## src/rtl/uart_led_pkg.sv

```systemverilog
// Shared constants and state encoding for the UART LED command frame parser.
package uart_led_pkg;

    localparam logic [7:0] HDR0_DEFAULT = 8'h55;
    localparam logic [7:0] HDR1_DEFAULT = 8'hA5;
    localparam logic [7:0] TAIL_DEFAULT = 8'hF0;
    localparam int         FRAME_LEN    = 8;

    typedef enum logic [2:0] {
        IDLE,
        H1,
        B3,
        B2,
        B1,
        B0,
        CT,
        TL
    } parser_state_t;

endpackage

```

## src/rtl/uart_led_cmd_parser_if.sv

```systemverilog
// Byte-receiver to parser link plus the parser's registered LED control outputs.
interface uart_led_cmd_parser_if;

    logic [7:0]  Rx_Data;
    logic        Rx_Done;
    logic [7:0]  Ctrl;
    logic [31:0] Time;
    logic        Frame_Valid;
    logic        Frame_Err;

    modport master (
        output Rx_Data, Rx_Done,
        input  Ctrl, Time, Frame_Valid, Frame_Err
    );

    modport slave (
        input  Rx_Data, Rx_Done,
        output Ctrl, Time, Frame_Valid, Frame_Err
    );

endinterface

```

## src/rtl/uart_byte_gap_timer.sv

```systemverilog
// Inter-byte gap watchdog: flags a stalled frame after TIMEOUT_CLKS idle cycles.
module uart_byte_gap_timer #(
    parameter int TIMEOUT_CLKS = 500000
) (
    input  logic Clk,
    input  logic Reset_n,
    input  logic clr,
    input  logic run,
    output logic expire
);

    localparam int CW = (TIMEOUT_CLKS > 2) ? $clog2(TIMEOUT_CLKS) : 1;
    localparam logic [CW-1:0] LAST = CW'(TIMEOUT_CLKS - 1);

    logic [CW-1:0] cnt;

    // A byte arriving on the expiry cycle cancels the timeout.
    assign expire = run && !clr && (cnt == LAST);

    always_ff @(posedge Clk or negedge Reset_n) begin
        if (!Reset_n) begin
            cnt <= '0;
        end else if (clr || !run || expire) begin
            cnt <= '0;
        end else begin
            cnt <= cnt + CW'(1);
        end
    end

endmodule

```

## src/rtl/uart_led_cmd_parser.sv

```systemverilog
// Assembles 8-byte command frames and commits LED pattern/period on a valid frame.
module uart_led_cmd_parser
    import uart_led_pkg::*;
#(
    parameter logic [7:0]  HDR0         = HDR0_DEFAULT,
    parameter logic [7:0]  HDR1         = HDR1_DEFAULT,
    parameter logic [7:0]  TAIL         = TAIL_DEFAULT,
    parameter int          TIMEOUT_CLKS = 500000,
    parameter logic [31:0] TIME_RST     = 32'd25000
) (
    input logic                   Clk,
    input logic                   Reset_n,
    uart_led_cmd_parser_if.slave  bus
);

    parser_state_t state, state_next;
    logic          expire;
    logic          commit;
    logic          reject;
    logic [31:0]   shadow_time;
    logic [7:0]    shadow_ctrl;

    uart_byte_gap_timer #(
        .TIMEOUT_CLKS (TIMEOUT_CLKS)
    ) u_gap_timer (
        .Clk     (Clk),
        .Reset_n (Reset_n),
        .clr     (bus.Rx_Done),
        .run     (state != IDLE),
        .expire  (expire)
    );

    always_ff @(posedge Clk or negedge Reset_n) begin
        if (!Reset_n) begin
            state <= IDLE;
        end else begin
            state <= state_next;
        end
    end

    always_comb begin
        state_next = state;
        commit     = 1'b0;
        reject     = 1'b0;
        if (bus.Rx_Done) begin
            case (state)
                IDLE: if (bus.Rx_Data == HDR0) state_next = H1;
                H1: begin
                    if (bus.Rx_Data == HDR1)      state_next = B3;
                    else if (bus.Rx_Data == HDR0) state_next = H1;
                    else                          state_next = IDLE;
                end
                B3: state_next = B2;
                B2: state_next = B1;
                B1: state_next = B0;
                B0: state_next = CT;
                CT: state_next = TL;
                TL: begin
                    state_next = IDLE;
                    // Downstream sequencer cannot run with a zero step period.
                    if (bus.Rx_Data == TAIL && shadow_time != 32'd0) commit = 1'b1;
                    else                                              reject = 1'b1;
                end
                default: state_next = IDLE;
            endcase
        end else if (expire) begin
            state_next = IDLE;
            reject     = 1'b1;
        end
    end

    // Shadows are only overwritten, never cleared on abort; every frame refills them.
    always_ff @(posedge Clk or negedge Reset_n) begin
        if (!Reset_n) begin
            shadow_time <= 32'd0;
            shadow_ctrl <= 8'h00;
        end else if (bus.Rx_Done) begin
            case (state)
                B3:      shadow_time[31:24] <= bus.Rx_Data;
                B2:      shadow_time[23:16] <= bus.Rx_Data;
                B1:      shadow_time[15:8]  <= bus.Rx_Data;
                B0:      shadow_time[7:0]   <= bus.Rx_Data;
                CT:      shadow_ctrl        <= bus.Rx_Data;
                default: ;
            endcase
        end
    end

    always_ff @(posedge Clk or negedge Reset_n) begin
        if (!Reset_n) begin
            bus.Ctrl        <= 8'h00;
            bus.Time        <= TIME_RST;
            bus.Frame_Valid <= 1'b0;
            bus.Frame_Err   <= 1'b0;
        end else begin
            bus.Frame_Valid <= commit;
            bus.Frame_Err   <= reject;
            if (commit) begin
                bus.Ctrl <= shadow_ctrl;
                bus.Time <= shadow_time;
            end
        end
    end

endmodule

```

## src/flat_wrapper.sv

```systemverilog
// flat-port wrapper written by rule: the top's interface ports become plain ports
module uart_led_cmd_parser_flat import uart_led_pkg::*;
#(
    parameter logic [7:0]  HDR0         = HDR0_DEFAULT,
    parameter logic [7:0]  HDR1         = HDR1_DEFAULT,
    parameter logic [7:0]  TAIL         = TAIL_DEFAULT,
    parameter int          TIMEOUT_CLKS = 500000,
    parameter logic [31:0] TIME_RST     = 32'd25000
)
  (Clk, Reset_n, bus_Rx_Data, bus_Rx_Done, bus_Ctrl, bus_Time, bus_Frame_Valid, bus_Frame_Err);
  uart_led_cmd_parser_if bus_i ();
  input logic Clk;
  input logic Reset_n;
  input wire logic [$bits(bus_i.Rx_Data)-1:0] bus_Rx_Data;
  input wire logic [$bits(bus_i.Rx_Done)-1:0] bus_Rx_Done;
  output wire logic [$bits(bus_i.Ctrl)-1:0] bus_Ctrl;
  output wire logic [$bits(bus_i.Time)-1:0] bus_Time;
  output wire logic [$bits(bus_i.Frame_Valid)-1:0] bus_Frame_Valid;
  output wire logic [$bits(bus_i.Frame_Err)-1:0] bus_Frame_Err;
  assign bus_i.Rx_Data = bus_Rx_Data;
  assign bus_i.Rx_Done = bus_Rx_Done;
  assign bus_Ctrl = bus_i.Ctrl;
  assign bus_Time = bus_i.Time;
  assign bus_Frame_Valid = bus_i.Frame_Valid;
  assign bus_Frame_Err = bus_i.Frame_Err;
  uart_led_cmd_parser #(.HDR0(HDR0), .HDR1(HDR1), .TAIL(TAIL), .TIMEOUT_CLKS(TIMEOUT_CLKS), .TIME_RST(TIME_RST)) u_core (.Clk(Clk), .Reset_n(Reset_n), .bus(bus_i));
endmodule
```

## config.mk

```make
export PLATFORM = sky130hd
export DESIGN_NAME = uart_led_cmd_parser_flat
export DESIGN_NICKNAME = d
export VERILOG_FILES = /design/src/rtl/uart_led_pkg.sv /design/src/rtl/uart_led_cmd_parser_if.sv /design/src/rtl/uart_byte_gap_timer.sv /design/src/rtl/uart_led_cmd_parser.sv /design/src/flat_wrapper.sv
export SDC_FILE = /design/constraint.sdc
export NUM_CORES = 1
export LEC_CHECK = 0
export ABC_AREA = 1
export CORE_MARGIN = 1
export CORE_UTILIZATION = 45
export DETAILED_ROUTE_END_ITERATION = 12
export GPL_ROUTABILITY_DRIVEN = 0
export GPL_TIMING_DRIVEN = 0
export PLACE_DENSITY = 0.77
export SLEW_MARGIN = 20
export SYNTH_ARGS = -nofsm -noshare
export SYNTH_HDL_FRONTEND = slang
export SYNTH_SLANG_ARGS = --single-unit
```

## constraint.sdc

```tcl
create_clock -name Clk -period 1.5 [get_ports Clk]
set_clock_uncertainty 0.1 [all_clocks]
set_input_delay 0.3 -clock Clk [delete_from_list [all_inputs] [get_ports Clk]]
set_output_delay 0.3 -clock Clk [all_outputs]
set_load 0.05 [all_outputs]
```

==> Yosys cells after proc, flatten, opt, wreduce, memory -nomap -nowiden <==
Index checks and enable logic that the tools add are counted.
{ "op_classes": {"add_sub_neg": 1, "eq_ne": 12, "muxes": 14, "n_reduce_logical": 17} }
{ "ops": {"columns": ["op", "n"], "rows": [
  ["nonzero test 32 bit", 1],
  ["case mux 3 bit (8 select lines)", 1],
  ["adder 19 x 1 -> 19 bit (second input constant)", 1],
  ["equality test 19 bit (second input constant)", 1],
  ["2-to-1 mux 19 bit", 1],
  ["equality test 8 bit (second input constant)", 2],
  ["equality test 3 bit (second input constant)", 4],
  ["2-to-1 mux 3 bit", 4],
  ["AND reduction 2 bit", 6],
  ["equality test 8 x 7 -> 1 bit (second input constant)", 1],
  ["2-to-1 mux 1 bit", 8],
  ["equality test 3 x 2 -> 1 bit (second input constant)", 2],
  ["equality test 3 x 1 -> 1 bit (second input constant)", 1],
  ["logical AND 1 bit", 3],
  ["zero test 3 bit", 1],
  ["!= test 3 x 2 -> 1 bit (second input constant)", 1],
  ["nonzero test 3 bit", 1],
  ["zero test 1 bit", 2],
  ["logical OR 1 bit", 2],
  ["nonzero test 2 bit", 1]
]} }
{ "totals": {"ff_bits": 104, "inputBits": 11, "elab_cells": 55} }

==> Longest topological paths before layout <==
{ "logic_depth": {"depth_word": 5, "depth_mapped": 10, "mapped_depth_nobuf": 9} }

==> Hierarchy <==
Synthesis repeated with hierarchy kept, for this count alone.
{ "unflattened": {"hier_cells": 564, "hier_area_um2": 4725.8} }
{ "modules_own_cells": {"columns": ["module", "n_inst", "cells_each", "area_each_um2", "seq_area_each_um2"], "rows": [
  ["uart_led_cmd_parser", 1, 412, 3582.2, 2134.5],
  ["uart_byte_gap_timer", 1, 152, 1143.6, 475.5]
]} }

==> Worst setup path after synthesis <==
Ideal clock, no wire load.
{ "synth_path": {"kind": "reg2reg", "startpoint": "register u_core.u_gap_timer.cnt[0]", "endpoint": "register u_core.u_gap_timer.cnt[13]", "setup_time_ps": 118, "t_arrival_ps": 1387, "setup_slack_ps": -105, "path_stages_with_launch": 8, "n_path_buf": 1, "synth_period_minus_slack_ps": 1605, "path_cell_list": "dfrtp_1 ha_1 nand4_2 nor3_2 nand2_1 nand2_4 buf_6 nor2_1"} }
{ "synth_between": {"elab_chain_len": 4} }
{ "synth_lines": {"columns": ["element", "line_no", "source"], "rows": [
  ["from (decl)", "uart_byte_gap_timer.sv:15", "logic [CW-1:0] cnt;"],
  ["from (signal assigned)", "uart_byte_gap_timer.sv:26", "cnt <= cnt + CW'(1);"],
  ["branches (longest 3 deep; another with adder 19 x 1 -> 19 bit)", null, null],
  ["2-to-1 mux 19 bit *", "uart_byte_gap_timer.sv:23", "end else if (clr || !run || expire) begin"]
]} }
Every way passes the cells marked *.
A chain may end at the register's enable or synchronous reset.

==> Worst setup path in the final report <==
{ "layout_path": {"startpoint": "register u_core.shadow_time[8]", "endpoint": "register u_core.bus.Time[31]"} }
{ "layout_between": {"elab_chain_len": 5} }
{ "layout_lines": {"columns": ["element", "line_no", "source"], "rows": [
  ["from (decl)", "uart_led_cmd_parser.sv:20", "logic [31:0] shadow_time;"],
  ["from (signal assigned)", "uart_led_cmd_parser.sv:81", "B1: shadow_time[15:8] <= bus.Rx_Data;"],
  ["nonzero test 32 bit", "uart_led_cmd_parser.sv:61", "if (bus.Rx_Data == TAIL && shadow_time != 32'd0) commit = 1'b1;"],
  ["logical AND 1 bit", "uart_led_cmd_parser.sv:61", null],
  ["2-to-1 mux 1 bit", "uart_led_cmd_parser.sv:61", null],
  ["2-to-1 mux 1 bit", "uart_led_cmd_parser.sv:46", "case (state)"],
  ["2-to-1 mux 1 bit", "uart_led_cmd_parser.sv:45", "if (bus.Rx_Done) begin"],
  ["to (signal assigned)", "uart_led_cmd_parser.sv:100", "bus.Time <= shadow_time;"],
  ["to (decl)", "uart_led_cmd_parser_if.sv:18", "output Ctrl, Time, Frame_Valid, Frame_Err"]
]} }
Every way passes these cells.

==> reports/results.ini <==
[sta]
drv_slew = 0
rsz0062_at_grt = yes
fmax_mhz = 614.6
fin_ws_ps = -127.1
period_needed_ps = 1627
fin_hold_ws_ps = 324.1
finalHoldViolations = 0
setup_viol = 57
setup_tns_ps = -5027
tightest_slew_ps = 449.2
max_slew_margin_pct = 70.06
period_share_pct = 108.5

[final_layout]
layout.cells.most_common_list = nand2_1, dfrtp_1, nand2_2
fin_area_sq_mm = 0.006411
drive_gt1_share_pct = 37.48
nets = 690
mostFrequentLayoutCell = nand2_1
diodes = 0
area_growth_pct = 37.15
final_cells = 816

[setup_path]
endpoint_kind = flop
critPathRequiredTime_ps = 1720
cp_slowest_cell = dfrtp_1
critPathArrivalTime_ps = 1840
critical_path.cell_chain = inv_1 > nand2_1 > nor2_1 > nand2_1 > nor2_4 > nand2_4 > nand3_4 > buf_8 > nand2_2 > nand2_1
cpLargestDelayFamily = simple AND/OR/NAND/NOR gates
max_stage_delay_ps = 430
cp_max_fo = 5
cp-start-kind = flop
crit_type = reg -> reg
path_buf_inv = 2
worst_path_most_repeated_cell = nand2_1

[global_route]
grt.overflow.total = 0
grt_max_degree = 60
antenna_found_initial = 0
grt_pass1_wl_mm = 20.18
grt_pass1_vias = 4171
grt_usage_pct = 23.47

[route]
ant_nets = 0
wl_mm = 13.08
routed_via_density = 5.473
drtIter0Drc = 306
wl_per_cell_microns = 16.03
drtPass1Iterations = 5
drc = 0
via_count = 4466

[floorplanning]
initial_core_util_pct = 47.17
core_sq_mm = 0.009910
dieWidth_microns = 103.9
pin_count = 53
die_h_microns = 103.9
die_area_sq_mm = 0.01080
rows = 36

[synthesis]
synthArstFlopShare_pct = 100.0
synthMuxAreaShare_pct = 0
synth_warnings = 0
ys_seq_area_share_pct = 55.84
syn_avg_cell_area_sq_um = 8.392
synthCells = 557
synthSimpleGateAreaFrac_pct = 31.02
synth_fa_ha_area_share_pct = 0.2677
synth_compound_area_share_pct = 4.925
synth_edf_count = 0
syn-num-nets = 569
synth.distinct_cells = 24
synth-seq-cells = 104
syn_area_sq_mm = 0.004674
synth_xor_area_share_pct = 1.499
ys.flop_type = dfrtp_1
synth_top_family_by_area = simple AND/OR/NAND/NOR gates

[status]
violations = negative setup slack
run_status = finished with violations

[clock_network]
ctsLongestPathBuffers = 2
cts_inserted_buffers = 9
clkSinkCount = 104
cts_tree = yes
clkSlewWorstSetupHoldPaths_ps = 100
htreeDepth = 3
clock-root-buffer = clkbuf_8
clock_latency_ps = 370

[place]
hpwl_mm = 7.657
dpl_cell_area_sq_mm = 0.005403
dp_slack_ps = -721.2
portBuffers = 52
dp.cells = 743

[power_and_ir_drop]
powerDensity_mw_per_mm2 = 1242
power.leakage_uw = 0.003204
vdd_drop_max_mv = 0.6814

[run]
maxCapViolations = 0

[min_path]
hold_path.class = in -> async

-- area by class of cell --
class / instances / area (sq um)
inverter: 50 / 190.2
sequential: 104 / 2615
fill: 784 / 3498
clock inverter: 6 / 75.07
timing repair buffer: 111 / 882.1
tap: 133 / 166.4
multi-input combinational: 383 / 2176
buffer: 19 / 168.9
clock buffer: 10 / 137.6
-- path summary, 6_finish.rpt --
path | endpoint | slack (ps) | cells past startpoint | start
setup reg to reg | u_core.bus.Time[31] | -130 | 10 | u_core.shadow_time[8]
min in group Clk | u_core.bus.Time[10] | 390 | 2 | u_core.bus.Time[10]
setup / recovery | u_core.bus.Time[31] | -130 | 10 | u_core.shadow_time[8]
hold / removal | u_core.bus.Frame_Valid | 320 | 2 | Reset_n
hold reg to reg | u_core.bus.Time[10] | 390 | 2 | u_core.bus.Time[10]
max in group asynchronous | u_core.bus.Time[8] | 330 | 3 | Reset_n
-- worst register-to-register path, delay by kind of cell, from the launching register on --
family	cells	cell delay, ps
buffers and inverters	2	230
DFF	1	430
and+or+nand+nor	8	820
-- registers in the layout (all words and copies together) (netlist names) --
name	count
u_core.shadow_time	32
u_core.bus.Time	32
u_core.bus.Ctrl	8
u_core.bus.Frame_Err	1
u_core.state	3
u_core.u_gap_timer.cnt	19
u_core.bus.Frame_Valid	1
u_core.shadow_ctrl	8
-- synthesized netlist by cell type (3+ instances only) --
cell / n / area share (%)
nand2_1: 185 / 15
dfrtp_1: 98 / 52
nor2_1: 51 / 4.1
inv_1: 48 / 3.9
nand4_1: 45 / 6.0
o21ai_0: 43 / 4.6
nand3_1: 20 / 2.1
buf_2: 19 / 2.0
nor3_1: 13 / 1.4
xor2_1: 8 / 1.5
dfstp_2: 6 / 3.4
a21oi_1: 3 / 0.32
-- timing repair --
action,in CTS,in global routing
pin swaps,19,24
cloned,6,3
hold endpoints to repair,45,0
gates resized for setup,328,71
endpoints found under the setup margin,145,103
hold buffers,1,0
setup buffers,25,25
-- metal layers --
layer  global-route usage [%]  wire [microns]  up-vias
li1                         -               -     2052
met1                    30.74            5155     2170
met2                    39.33            6674      205
met3                    3.070             910       39
met4                    9.898             336        0
met5                        0               0        -
-- power by group --
group	internal [uW]	switching [uW]
clock network	842	1030
logic	933	1300
registers	3380	473
total	5150	2810
-- through the flow --
stage	total power (uW)	util, %
6_report	7964	64.70
5_1_grt	8386	64.70
4_1_cts	7545	60.53
3_5_place_dp	5368	54.52
3_3_place_gp	5252	54.23
2_1_floorplan	4857	-
-- kinds of logic (layout without fill, tap and decap cells) --
kind of cell,after synthesis,count (layout)
buffers and inverters,72,196
adder cells (fa/ha/maj),1,1
AO/OA/AOI/OAI,46,46
XOR/XNOR,8,8
AND/OR/NAND/NOR,326,328
flip-flops,104,104
(Power assumes the default switching activity.)
